**config.mk**
```make
export PLATFORM = sky130hd
export DESIGN_NAME = multicycle_ctrl
export DESIGN_NICKNAME = d
export VERILOG_FILES = /design/src/rtl/multicycle_ctrl.sv
export SDC_FILE = /design/constraint.sdc
export NUM_CORES = 1
export LEC_CHECK = 0
export BUFFER_PORTS_ARGS = -buffer_cell sky130_fd_sc_hd__buf_2
export CAP_MARGIN = 20
export CORE_MARGIN = 3
export CORE_UTILIZATION = 41
export CTS_CLUSTER_DIAMETER = 30
export DETAILED_ROUTE_END_ITERATION = 16
export GPL_ROUTABILITY_DRIVEN = 0
export PLACE_DENSITY = 0.77
export SLEW_MARGIN = 40
export SYNTH_ARGS = -nofsm -noshare
export SYNTH_HDL_FRONTEND = slang
export SYNTH_SLANG_ARGS = --single-unit
```
**constraint.sdc**
```tcl
create_clock -name clk -period 2 [get_ports clk]
set_input_delay 0.5 -clock clk [delete_from_list [all_inputs] [get_ports clk]]
set_output_delay 0.5 -clock clk [all_outputs]
set_load 0.01 [all_outputs]
```
**src/rtl/multicycle_ctrl.sv**
```systemverilog
// Moore sequencer for the shared-memory multicycle MIPS datapath, with memory wait/timeout handling.
// Optional performance counters are enabled by defining MULTICYCLE_CTRL_PERF_EN.
module multicycle_ctrl #(
    parameter int MEM_TIMEOUT = 16
`ifdef MULTICYCLE_CTRL_PERF_EN
    , parameter int PERF_W = 32
`endif
) (
    input  logic       clk,
    input  logic       reset,
    input  logic [5:0] opcode,
    input  logic [5:0] funct,
    input  logic       zero,
    input  logic       mem_ready,
    output logic       mem_read,
    output logic       mem_write,
    output logic       iord,
    output logic       ir_write,
    output logic       pc_write,
    output logic [1:0] pc_src,
    output logic       alu_src_a,
    output logic [1:0] alu_src_b,
    output logic [1:0] alu_op,
    output logic       reg_dst,
    output logic       mem_to_reg,
    output logic       reg_write,
    output logic       instr_retired,
    output logic       illegal,
    output logic       bus_error,
    output logic [3:0] state
`ifdef MULTICYCLE_CTRL_PERF_EN
    , output logic [PERF_W-1:0] perf_cycles,
    output logic [PERF_W-1:0] perf_retired
`endif
);

    typedef enum logic [3:0] {
        FETCH  = 4'd0,  DECODE = 4'd1,  MEMADR = 4'd2,  MEMRD  = 4'd3,
        MEMWB  = 4'd4,  MEMWR  = 4'd5,  EXEC   = 4'd6,  ALUWB  = 4'd7,
        BRANCH = 4'd8,  ADDIEX = 4'd9,  ADDIWB = 4'd10, JUMP   = 4'd11
    } state_t;

    localparam logic [5:0] OP_RTYPE = 6'b000000;
    localparam logic [5:0] OP_LW    = 6'b100011;
    localparam logic [5:0] OP_SW    = 6'b101011;
    localparam logic [5:0] OP_BEQ   = 6'b000100;
    localparam logic [5:0] OP_ADDI  = 6'b001000;
    localparam logic [5:0] OP_J     = 6'b000010;

    localparam int CW      = (MEM_TIMEOUT > 1) ? $clog2(MEM_TIMEOUT) : 1;
    localparam int TO_LAST = (MEM_TIMEOUT > 0) ? MEM_TIMEOUT - 1 : 0;

    state_t        cur;
    logic [CW-1:0] wait_cnt;
    logic          waiting;
    logic          timeout;
    logic          legal_op;

    // funct only matters to the ALU decoder downstream of alu_op=10
    logic unused_funct;
    assign unused_funct = ^funct;

    always_comb begin
        waiting  = ((cur == FETCH) || (cur == MEMRD) || (cur == MEMWR)) && !mem_ready;
        timeout  = (MEM_TIMEOUT > 0) && waiting && (wait_cnt == CW'(TO_LAST));
        legal_op = (opcode == OP_LW) || (opcode == OP_SW) || (opcode == OP_RTYPE) ||
                   (opcode == OP_BEQ) || (opcode == OP_ADDI) || (opcode == OP_J);
    end

    always_ff @(posedge clk) begin
        if (reset) begin
            cur      <= FETCH;
            wait_cnt <= '0;
        end else begin
            wait_cnt <= (waiting && !timeout) ? wait_cnt + 1'b1 : '0;
            case (cur)
                FETCH:   cur <= mem_ready ? DECODE : FETCH;
                DECODE: begin
                    case (opcode)
                        OP_LW, OP_SW: cur <= MEMADR;
                        OP_RTYPE:     cur <= EXEC;
                        OP_BEQ:       cur <= BRANCH;
                        OP_ADDI:      cur <= ADDIEX;
                        OP_J:         cur <= JUMP;
                        default:      cur <= FETCH;
                    endcase
                end
                MEMADR:  cur <= (opcode == OP_SW) ? MEMWR : MEMRD;
                MEMRD:   cur <= mem_ready ? MEMWB : (timeout ? FETCH : MEMRD);
                MEMWR:   cur <= (mem_ready || timeout) ? FETCH : MEMWR;
                EXEC:    cur <= ALUWB;
                ADDIEX:  cur <= ADDIWB;
                default: cur <= FETCH;
            endcase
        end
    end

    // Outputs decode the current state; everything is forced low while reset is held
    always_comb begin
        mem_read      = 1'b0;
        mem_write     = 1'b0;
        iord          = 1'b0;
        ir_write      = 1'b0;
        pc_write      = 1'b0;
        pc_src        = 2'b00;
        alu_src_a     = 1'b0;
        alu_src_b     = 2'b00;
        alu_op        = 2'b00;
        reg_dst       = 1'b0;
        mem_to_reg    = 1'b0;
        reg_write     = 1'b0;
        instr_retired = 1'b0;
        illegal       = 1'b0;
        bus_error     = 1'b0;
        state         = reset ? 4'd0 : cur;
        if (!reset) begin
            case (cur)
                FETCH: begin
                    mem_read  = 1'b1;
                    alu_src_b = 2'b01;
                    ir_write  = mem_ready;
                    pc_write  = mem_ready;
                    bus_error = timeout;
                end
                DECODE: begin
                    alu_src_b = 2'b11;
                    illegal   = !legal_op;
                end
                MEMADR: begin
                    alu_src_a = 1'b1;
                    alu_src_b = 2'b10;
                end
                MEMRD: begin
                    mem_read  = 1'b1;
                    iord      = 1'b1;
                    bus_error = timeout;
                end
                MEMWB: begin
                    reg_write     = 1'b1;
                    mem_to_reg    = 1'b1;
                    instr_retired = 1'b1;
                end
                MEMWR: begin
                    mem_write     = 1'b1;
                    iord          = 1'b1;
                    instr_retired = mem_ready;
                    bus_error     = timeout;
                end
                EXEC: begin
                    alu_src_a = 1'b1;
                    alu_op    = 2'b10;
                end
                ALUWB: begin
                    reg_write     = 1'b1;
                    reg_dst       = 1'b1;
                    instr_retired = 1'b1;
                end
                BRANCH: begin
                    alu_src_a     = 1'b1;
                    alu_op        = 2'b01;
                    pc_src        = 2'b01;
                    pc_write      = zero;
                    instr_retired = 1'b1;
                end
                ADDIEX: begin
                    alu_src_a = 1'b1;
                    alu_src_b = 2'b10;
                end
                ADDIWB: begin
                    reg_write     = 1'b1;
                    instr_retired = 1'b1;
                end
                JUMP: begin
                    pc_src        = 2'b10;
                    pc_write      = 1'b1;
                    instr_retired = 1'b1;
                end
                default: ;
            endcase
        end
    end

`ifdef MULTICYCLE_CTRL_PERF_EN
    always_ff @(posedge clk) begin
        if (reset) begin
            perf_cycles  <= '0;
            perf_retired <= '0;
        end else begin
            perf_cycles  <= perf_cycles + 1'b1;
            perf_retired <= perf_retired + PERF_W'(instr_retired);
        end
    end
`endif

endmodule

```
==> impl_metrics.yaml, run 1 <==
clock_network:
  clk_path_buf_depth: 2
  cts_sinks: 8
  htreeDepth: 1
  cts_tree: "yes"
  cts_hold_buffers: 0
  clock_latency_ps: 250
  numCtsBuffers: 3
  clk_pin_slew_ps: 50
  cts-root-buf: "clkbuf_4"
power:
  fin_total_pwr_mw: 0.405
  peakVddDrop_uv: 158
  p_leak_nw: 0.524
  power_density_nw_per_um2: 356
detailed_routing:
  wire_per_inst_um: 13.0
  ant_nets: 0
  drt_iter0_drc: 24
  vias: 958
  routed_wl_um: 2320
  vias_per_cell: 5.38
  drcViolationCount: 0
  drtPass1Iterations: 4
worst_setup_path:
  crit_path_start_kind: "input pin"
  crit_required_ps: 1500
  worstSetupPathType: "input pin to output port"
  reg2reg_slack_ps: 490
  crit_arrival_ps: 1570
  max_stage_delay_ps: 530
  critPathMaxFanout: 2
  cp_slowest_cell: "or4_4"
  end_kind: "output port"
  crit_chain: "buf_6 > or4_4 > nor3_2 > or4_4 > nor3_2 > buf_2"
synth:
  ys_seq_elements: 8
  ys_seq_area_frac: 0.204
  synthAdderAreaFrac: 0.0159
  synth_common_cells: "19 x nor2_1, 8 x dfxtp_1, 8 x nand2_1, 8 x nor3_1, 6 x nor2b_1"
  syn-cell-area_um2: 785
  synth_xor_area_frac: 0.0670
  synth_cells: 112
  yosysTopAreaCellShare: 0.204
  synth_top_cells_by_area: "dfxtp_1 20%, nor2_1 9.1%, nor3_1 5.1%"
  yosysTopAreaCell: "dfxtp_1"
  async_flop_share: 0
  synth_compound_area_frac: 0.177
  synth_edf_count: 0
  synth-simple-area-share: 0.477
  avgSynthCellArea_um2: 7.00
  ys.flop_type: "dfxtp_1"
  yosys.cell_types.count: 42
  yosys_warnings: 0
  synth_nets: 129
  synth.most_common_cell: "nor2_1"
  synth_top_family_by_area: "simple AND/OR/NAND/NOR gates"
  muxShareOfSynthArea: 0
status:
  violations: "setup timing"
  status: "complete, but fails checks"
die:
  io_pins: 38
  start_util: 0.445
  die_height_um: 49.7
  num_rows: 15
  core_area_um2: 1760
  dieArea_um2: 2470
  die_w_um: 49.7
placed_design:
  place_inst: 169
  preCtsSetupSlack_ps: -111
  port_buffers: 31
  dp_hpwl_um: 1670
sta:
  fmax_mhz: 484
  period_share: 1.03
  setup_violations: 1
  slew_viol_final: 0
  skew_ps: 5.82
  finalHoldViolCount: 0
  maxSlewHeadroom: 0.691
  timing.final.ws_setup_ps: -66.2
  tightest_slew_ps: 457
  setup_tns_ps: -66.2
  grt_setup_unrepaired: "yes"
  finalWorstPathRequiredPeriod_ps: 2070
final_layout:
  multi_input_area_um2: 601
  fin_util: 0.645
  register_area_um2: 168
  nets: 172
  drive_above_1_share: 0.425
  antennaDiodeCount: 0
  fillers: 168
  syn2layout_area_growth_pct: 45.0
  layout.cells.non_filler: 178
grt:
  globalRouteOverflowTotal: 0
  grt.total_usage: 0.173
  antenna_found_initial: 0
  grt_pass1_vias: 821
  grt_start_max_net_pins: 18
  grt_pass1_wl_um: 3430
flow_run:
  maxCapViolCount: 0
worst_hold_path:
  hp-class: "flip-flop to flip-flop"
## cell type report
cell class / instances / share of cell area
multi-input cells: 93 / 0.528
repair buffers: 47 / 0.271
flip-flops and latches: 8 / 0.147
well taps: 25 / 0.0275
clock buffers: 3 / 0.0198
inverters: 2 / 0.00660
## final timing paths
check / startpoint / to / depth (start not counted)
worst max-delay path: opcode[0] / illegal / 6
worst min-delay path: wait_cnt[0] / wait_cnt[0] / 1
worst max register to register: cur[0] / cur[1] / 5
worst min register to register: wait_cnt[0] / wait_cnt[0] / 1
## sequential cells by signal, indices dropped and copies added, names as in the netlist
register and count:
cur 4, wait_cnt 4
## power breakdown
part           total, mW  leakage [nW]  switching, mW  internal, mW
sequential         0.166        0.0664        0.00410         0.162
clock              0.118        0.0138         0.0492        0.0683
combinational      0.121         0.444         0.0619        0.0593
total              0.405         0.524          0.115         0.290
## stage by stage
step,hold slack (ps),cell area [um2]
final,458,1140
after global routing,473,1140
after CTS,457,1050
after detailed placement,448,1020
after global placement,431,1020
after floorplan,418,785
## kinds of logic (layout without fill, tap and decap cells)
logic type / Yosys count / in the layout
AND/OR/NAND/NOR: 67 / 67
adder cells (fa/ha/maj): 1 / 1
buffers and inverters: 11 / 52
flip-flops: 8 / 8
AO/OA/AOI/OAI: 19 / 19
XOR/XNOR: 6 / 6
## critical path: cells and delay by family
family                 cells  cell delay [ps]
buffers and inverters      2              230
AND/OR/NAND/NOR            4              840
## metal layers
metal,up-vias,track usage,share of wire
met5,-,0,0
met4,0,0.0922,0.0052
met3,2,0.00302,0.036
met2,28,0.315,0.54
met1,444,0.204,0.42
li1,484,-,-
## cells in the final DEF, fill, tap and decap left out, types with 2 or more instances in the layout
cell and instances:
clkbuf_4 3, nand2_1 7, or4_4 2, nor4b_1 2, buf_6 2, o21ai_0 2
nor3_2 3, buf_2 29, dfxtp_4 2, nor3_1 7, nand2b_1 3, nor4_2 2
nor4_1 2, nor2b_1 5, o31ai_1 2, a21oi_1 2, o21ai_1 2, buf_4 14
xor2_1 4, xnor2_1 2, dfxtp_1 6, nand3b_1 2, nor2_1 19, nand3_1 5
## repair_timing
action | in CTS | in global routing
endpoints found under the setup margin | 7 | 13
setup buffers | 0 | 6
gates resized for setup | 3 | 11
pin swaps | 1 | 2
(Power assumes the default switching activity.)
==> inputs of run 2 (changes only) <==
clock period = 2.2 ns   (was 2 ns; I/O delays follow)
==> impl_metrics.yaml, run 2 (same netlist as run 1, synthesis figures left out) <==
status:
  status: "completed"
sta:
  setup_violations: 0
  timing.final.ws_setup_ps: 17.8
  fmax_mhz: 458
  finalWorstPathRequiredPeriod_ps: 2180
  period_share: 0.992
  maxSlewHeadroom: 0.673
  setup_tns_ps: 0
  tightest_slew_ps: 484
  slew_viol_final: 0
  skew_ps: 1.18
  grt_setup_unrepaired: "yes"
  fin_hold_ws_ps: 450
  finalHoldViolCount: 0
clock_network:
  cts_sinks: 8
  clk_pin_slew_ps: 50
  numCtsBuffers: 3
  cts_setup_buffers: 0
  clock_latency_ps: 260
  cts-root-buf: "clkbuf_4"
  clk_path_buf_depth: 2
  htreeDepth: 1
  cts_tree: "yes"
final_layout:
  fillers: 173
  reg_top3: "cur: 4 flops, wait_cnt: 4 flops"
  stdcell_area_um2: 1070
  layout_common_cells: "25 x buf_2, 19 x nor2_1, 8 x nand2_1, 8 x buf_4"
  antennaDiodeCount: 0
  nets: 164
  layout_commonest_cell: "buf_2"
  syn2layout_area_growth_pct: 36.0
  drive_above_1_share: 0.372
power:
  p_leak_nw: 0.483
  peakVddDrop_uv: 239
  power_density_nw_per_um2: 348
  fin_total_pwr_mw: 0.371
detailed_routing:
  vias_per_cell: 5.61
  drcViolationCount: 0
  vias: 954
  drt_iter0_drc: 18
  routed_wl_um: 2150
  ant_nets: 0
  drtPass1Iterations: 4
  wire_per_inst_um: 12.7
worst_setup_path:
  crit_arrival_ps: 1630
  max_stage_delay_ps: 530
  cp_slowest_cell: "or4_4"
  crit_required_ps: 1650
  worstSetupPathType: "input pin to output port"
  end_kind: "output port"
  crit_path_start_kind: "input pin"
  critPathMaxFanout: 2
  critical-path-top-delay-family: "simple AND/OR/NAND/NOR gates"
  crit_chain: "buf_6 > or4_4 > nor3_2 > or4_4 > nor3_2 > buf_2"
  crit_buf_inv: 2
grt:
  grt_pass1_wl_um: 3500
  grt_pass1_vias: 825
  globalRouteOverflowTotal: 0
  antenna_found_initial: 0
  grt_start_max_net_pins: 18
  grt.total_usage: 0.177
die:
  core_area_um2: 1760
  io_pins: 38
  dieArea_um2: 2470
  num_rows: 15
  die_w_um: 49.7
  die_height_um: 49.7
  start_util: 0.445
placed_design:
  dp_hpwl_um: 1610
  preCtsSetupSlack_ps: -29.6
  port_buffers: 31
  placed_area_um2: 992
flow_run:
  maxCapViolCount: 0
worst_hold_path:
  hp-class: "flip-flop to flip-flop"
==> run 2: power by group <==
| group | total, mW | switching, mW | internal (mW) |
|---|---|---|---|
| Clock | 0.114 | 0.0519 | 0.0626 |
| Sequential | 0.151 | 0.00259 | 0.149 |
| Combinational | 0.106 | 0.0551 | 0.0505 |
| Total | 0.371 | 0.110 | 0.262 |
==> run 2: worst paths after layout <==
| kind | start | endpoint | slack [ps] | cells after the start |
|---|---|---|---|---|
| worst min-delay path | wait_cnt[0] | wait_cnt[0] | 450 | 1 |
| worst min register to register | wait_cnt[0] | wait_cnt[0] | 450 | 1 |
| worst max-delay path | opcode[0] | illegal | 20 | 6 |
| worst max register to register | cur[0] | cur[1] | 750 | 4 |
==> run 2: stage by stage <==
stage | utilization | std cells
after floorplan | - | 112
after global placement | 0.562 | 167
after detailed placement | 0.562 | 167
after CTS | 0.584 | 170
after global routing | 0.605 | 170
final | 0.605 | 170
==> run 2: cell type report <==
| cell class | count | area (um2) | area share |
|---|---|---|---|
| clock buffers | 3 | 22.5 | 0.0211 |
| repair buffers | 39 | 253 | 0.237 |
| well taps | 25 | 31.3 | 0.0293 |
| inverters | 2 | 7.51 | 0.00703 |
| flip-flops and latches | 8 | 161 | 0.151 |
| multi-input cells | 93 | 592 | 0.555 |
==> run 2: per-layer routing <==
metal | up-vias | routed length, um | global-route usage
li1 | 469 | - | -
met3 | 4 | 149 | 0.0242
met2 | 39 | 1060 | 0.308
met4 | 0 | 38 | 0.0829
met5 | - | 0 | 0
met1 | 442 | 905 | 0.211
==> run 2: worst reg2reg max path, delay by kind of cell, from the launching register on <==
kind	cells	cell delay, ps
flops	1	310
buf+inv	1	190
simple gates	1	180
compound gates	2	680
==> run 2: timing repair <==
| action | in CTS | in global routing |
|---|---|---|
| hold buffers | 0 | 0 |
| pin swaps | 0 | 3 |
| resized for setup | 4 | 11 |
| endpoints found under the setup margin | 1 | 7 |
| endpoints found under the hold margin | 0 | 0 |
==> inputs of run 3 (changes only) <==
CELL_PAD_IN_SITES_DETAIL_PLACEMENT = 2   (was not set)
CELL_PAD_IN_SITES_GLOBAL_PLACEMENT = 2   (was not set)
CORE_UTILIZATION = 23   (was 41)
PLACE_DENSITY = 0.83   (was 0.77)
==> impl_metrics.yaml, run 3 (same netlist as run 1, synthesis figures left out) <==
detailed_routing:
  drtPass1Iterations: 3
  routed_wl_um: 2990
  vias: 951
  drt_iter0_drc: 25
  ant_nets: 0
  wire_per_inst_um: 15.6
  vias_per_cell: 4.95
  drcViolationCount: 0
grt:
  globalRouteOverflowTotal: 0
  grt_pass1_wl_um: 5030
  grt.total_usage: 0.152
  antenna_found_initial: 0
  grt_start_max_net_pins: 18
  grt_pass1_vias: 978
worst_setup_path:
  crit_path_start_kind: "input pin"
  crit_buf_inv: 2
  crit_chain: "buf_8 > or4_4 > nor3_4 > or4_4 > nor3_2 > buf_2"
  critical-path-top-delay-family: "simple AND/OR/NAND/NOR gates"
  cp_slowest_cell: "or4_4"
  max_stage_delay_ps: 550
  reg2reg_slack_ps: 700
  crit_arrival_ps: 1630
  critPathMaxFanout: 5
  r2r-end: "cur[1]"
  worstReg2RegStart: "cur[0]"
  worstSetupPathType: "input pin to output port"
  r2r_cells: 4
  path_common_cell: "or4_4"
  crit_required_ps: 1650
  end_kind: "output port"
die:
  die_w_um: 64.4
  dieArea_um2: 4150
  num_rows: 20
  die_height_um: 64.4
  start_util: 0.249
  io_pins: 38
  core_area_um2: 3150
power:
  power_density_nw_per_um2: 344
  p_int_mw: 0.261
  fin_total_pwr_mw: 0.383
  clock_power_share: 0.313
  p_comb_frac: 0.286
  power_frac_seq: 0.401
  sw_frac_of_total: 0.319
  p_sw_mw: 0.122
  peakVddDrop_uv: 219
  p_leak_nw: 0.501
sta:
  grt_setup_unrepaired: "yes"
  setup_violations: 0
  period_share: 0.992
  setup_tns_ps: 0
  finalWorstPathRequiredPeriod_ps: 2180
  tightest_slew_ps: 610
  skew_ps: 5.70
  maxSlewHeadroom: 0.588
  fmax_mhz: 458
  finalHoldViolCount: 0
  slew_viol_final: 0
placed_design:
  dp_hpwl_um: 2390
  port_buffers: 31
  place_inst: 188
clock_network:
  numCtsBuffers: 3
  cts_sinks: 8
  cts_hold_buffers: 0
  clock_latency_ps: 260
  clk_pin_slew_ps: 50
  clk_path_buf_depth: 2
  cts_tree: "yes"
  htreeDepth: 1
  cts-root-buf: "clkbuf_4"
flow_run:
  maxCapViolCount: 0
final_layout:
  layout_commonest_cell: "buf_2"
  drive_above_1_share: 0.405
  nets: 167
  syn2layout_area_growth_pct: 41.9
  antennaDiodeCount: 0
  reg_top3: "cur: 4 flops, wait_cnt: 4 flops"
  layout.cells.non_filler: 192
  layout_common_cells: "29 x buf_2, 19 x nor2_1, 12 x buf_4"
worst_hold_path:
  min_from: "wait_cnt[0]"
  min_to: "wait_cnt[0]"
  hp-class: "flip-flop to flip-flop"
  holdPathStages: 1
status:
  status: "completed"
-- run 3: cell types whose count changed in the layout (fill, tap and decap cells not counted), sizes merged --
cell and delta:
buf +4, clkbuf -1
-- run 3: how the worst max path moves through the flow --
stage	from	to	depth (start not counted)
4_1_cts	reset	illegal	5
3_5_place_dp	reset	illegal	5
6_report	opcode[4]	illegal	6
2_1_floorplan	reset	illegal	4
5_1_grt	cur[0]	instr_retired	5
3_3_place_gp	reset	illegal	5
-- run 3: timing repair --
item                       4_1_cts  5_1_grt
setup endpoints to repair        2        8
gates resized for setup          8        7
pin swaps                        4        2
setup buffers                    1        0
-- run 3: per-layer routing --
metal	vias up	share of wire	GRT usage	wire [um]
li1	470	-	-	-
met1	455	0.45	0.185	1330
met2	22	0.50	0.273	1490
met3	4	0.044	0.0211	132
met4	0	0.011	0.0475	34
met5	-	0	0	0
-- run 3: cell type report --
type	count	area (um2)
Fill cell	392	2040
Multi-Input combinational cell	93	616
Timing Repair Buffer	42	250
Sequential cell	8	163
Tap cell	44	55.1
Clock buffer	3	22.5
Inverter	2	7.51
-- run 3: power groups by stage --
stage,Sequential (mW),Combinational [mW],Clock [mW]
global placement,0.156,0.0955,0
floorplan,0.153,0.0592,0
global route,0.154,0.121,0.135
finish,0.154,0.110,0.120
detailed placement,0.156,0.101,0
CTS,0.153,0.106,0.126
-- run 3: worst reg2reg max path, cell delays in order (launching register included) --
cell and delay, ps:
dfxtp_2 360, buf_4 180, nand2b_4 170, a311o_1 420, o32ai_1 280
-- run 3: per-stage QoR --
step / instance area (um2) / hold WS, ps / utilization / setup WS (ps)
floorplan: 785 / 418 / - / 86.8
global placement: 1030 / 430 / 0.327 / -6.62
detailed placement: 1030 / 447 / 0.327 / -36.4
CTS: 1080 / 461 / 0.343 / 0.712
global route: 1110 / 505 / 0.353 / -35.3
finish: 1110 / 453 / 0.353 / 18.2
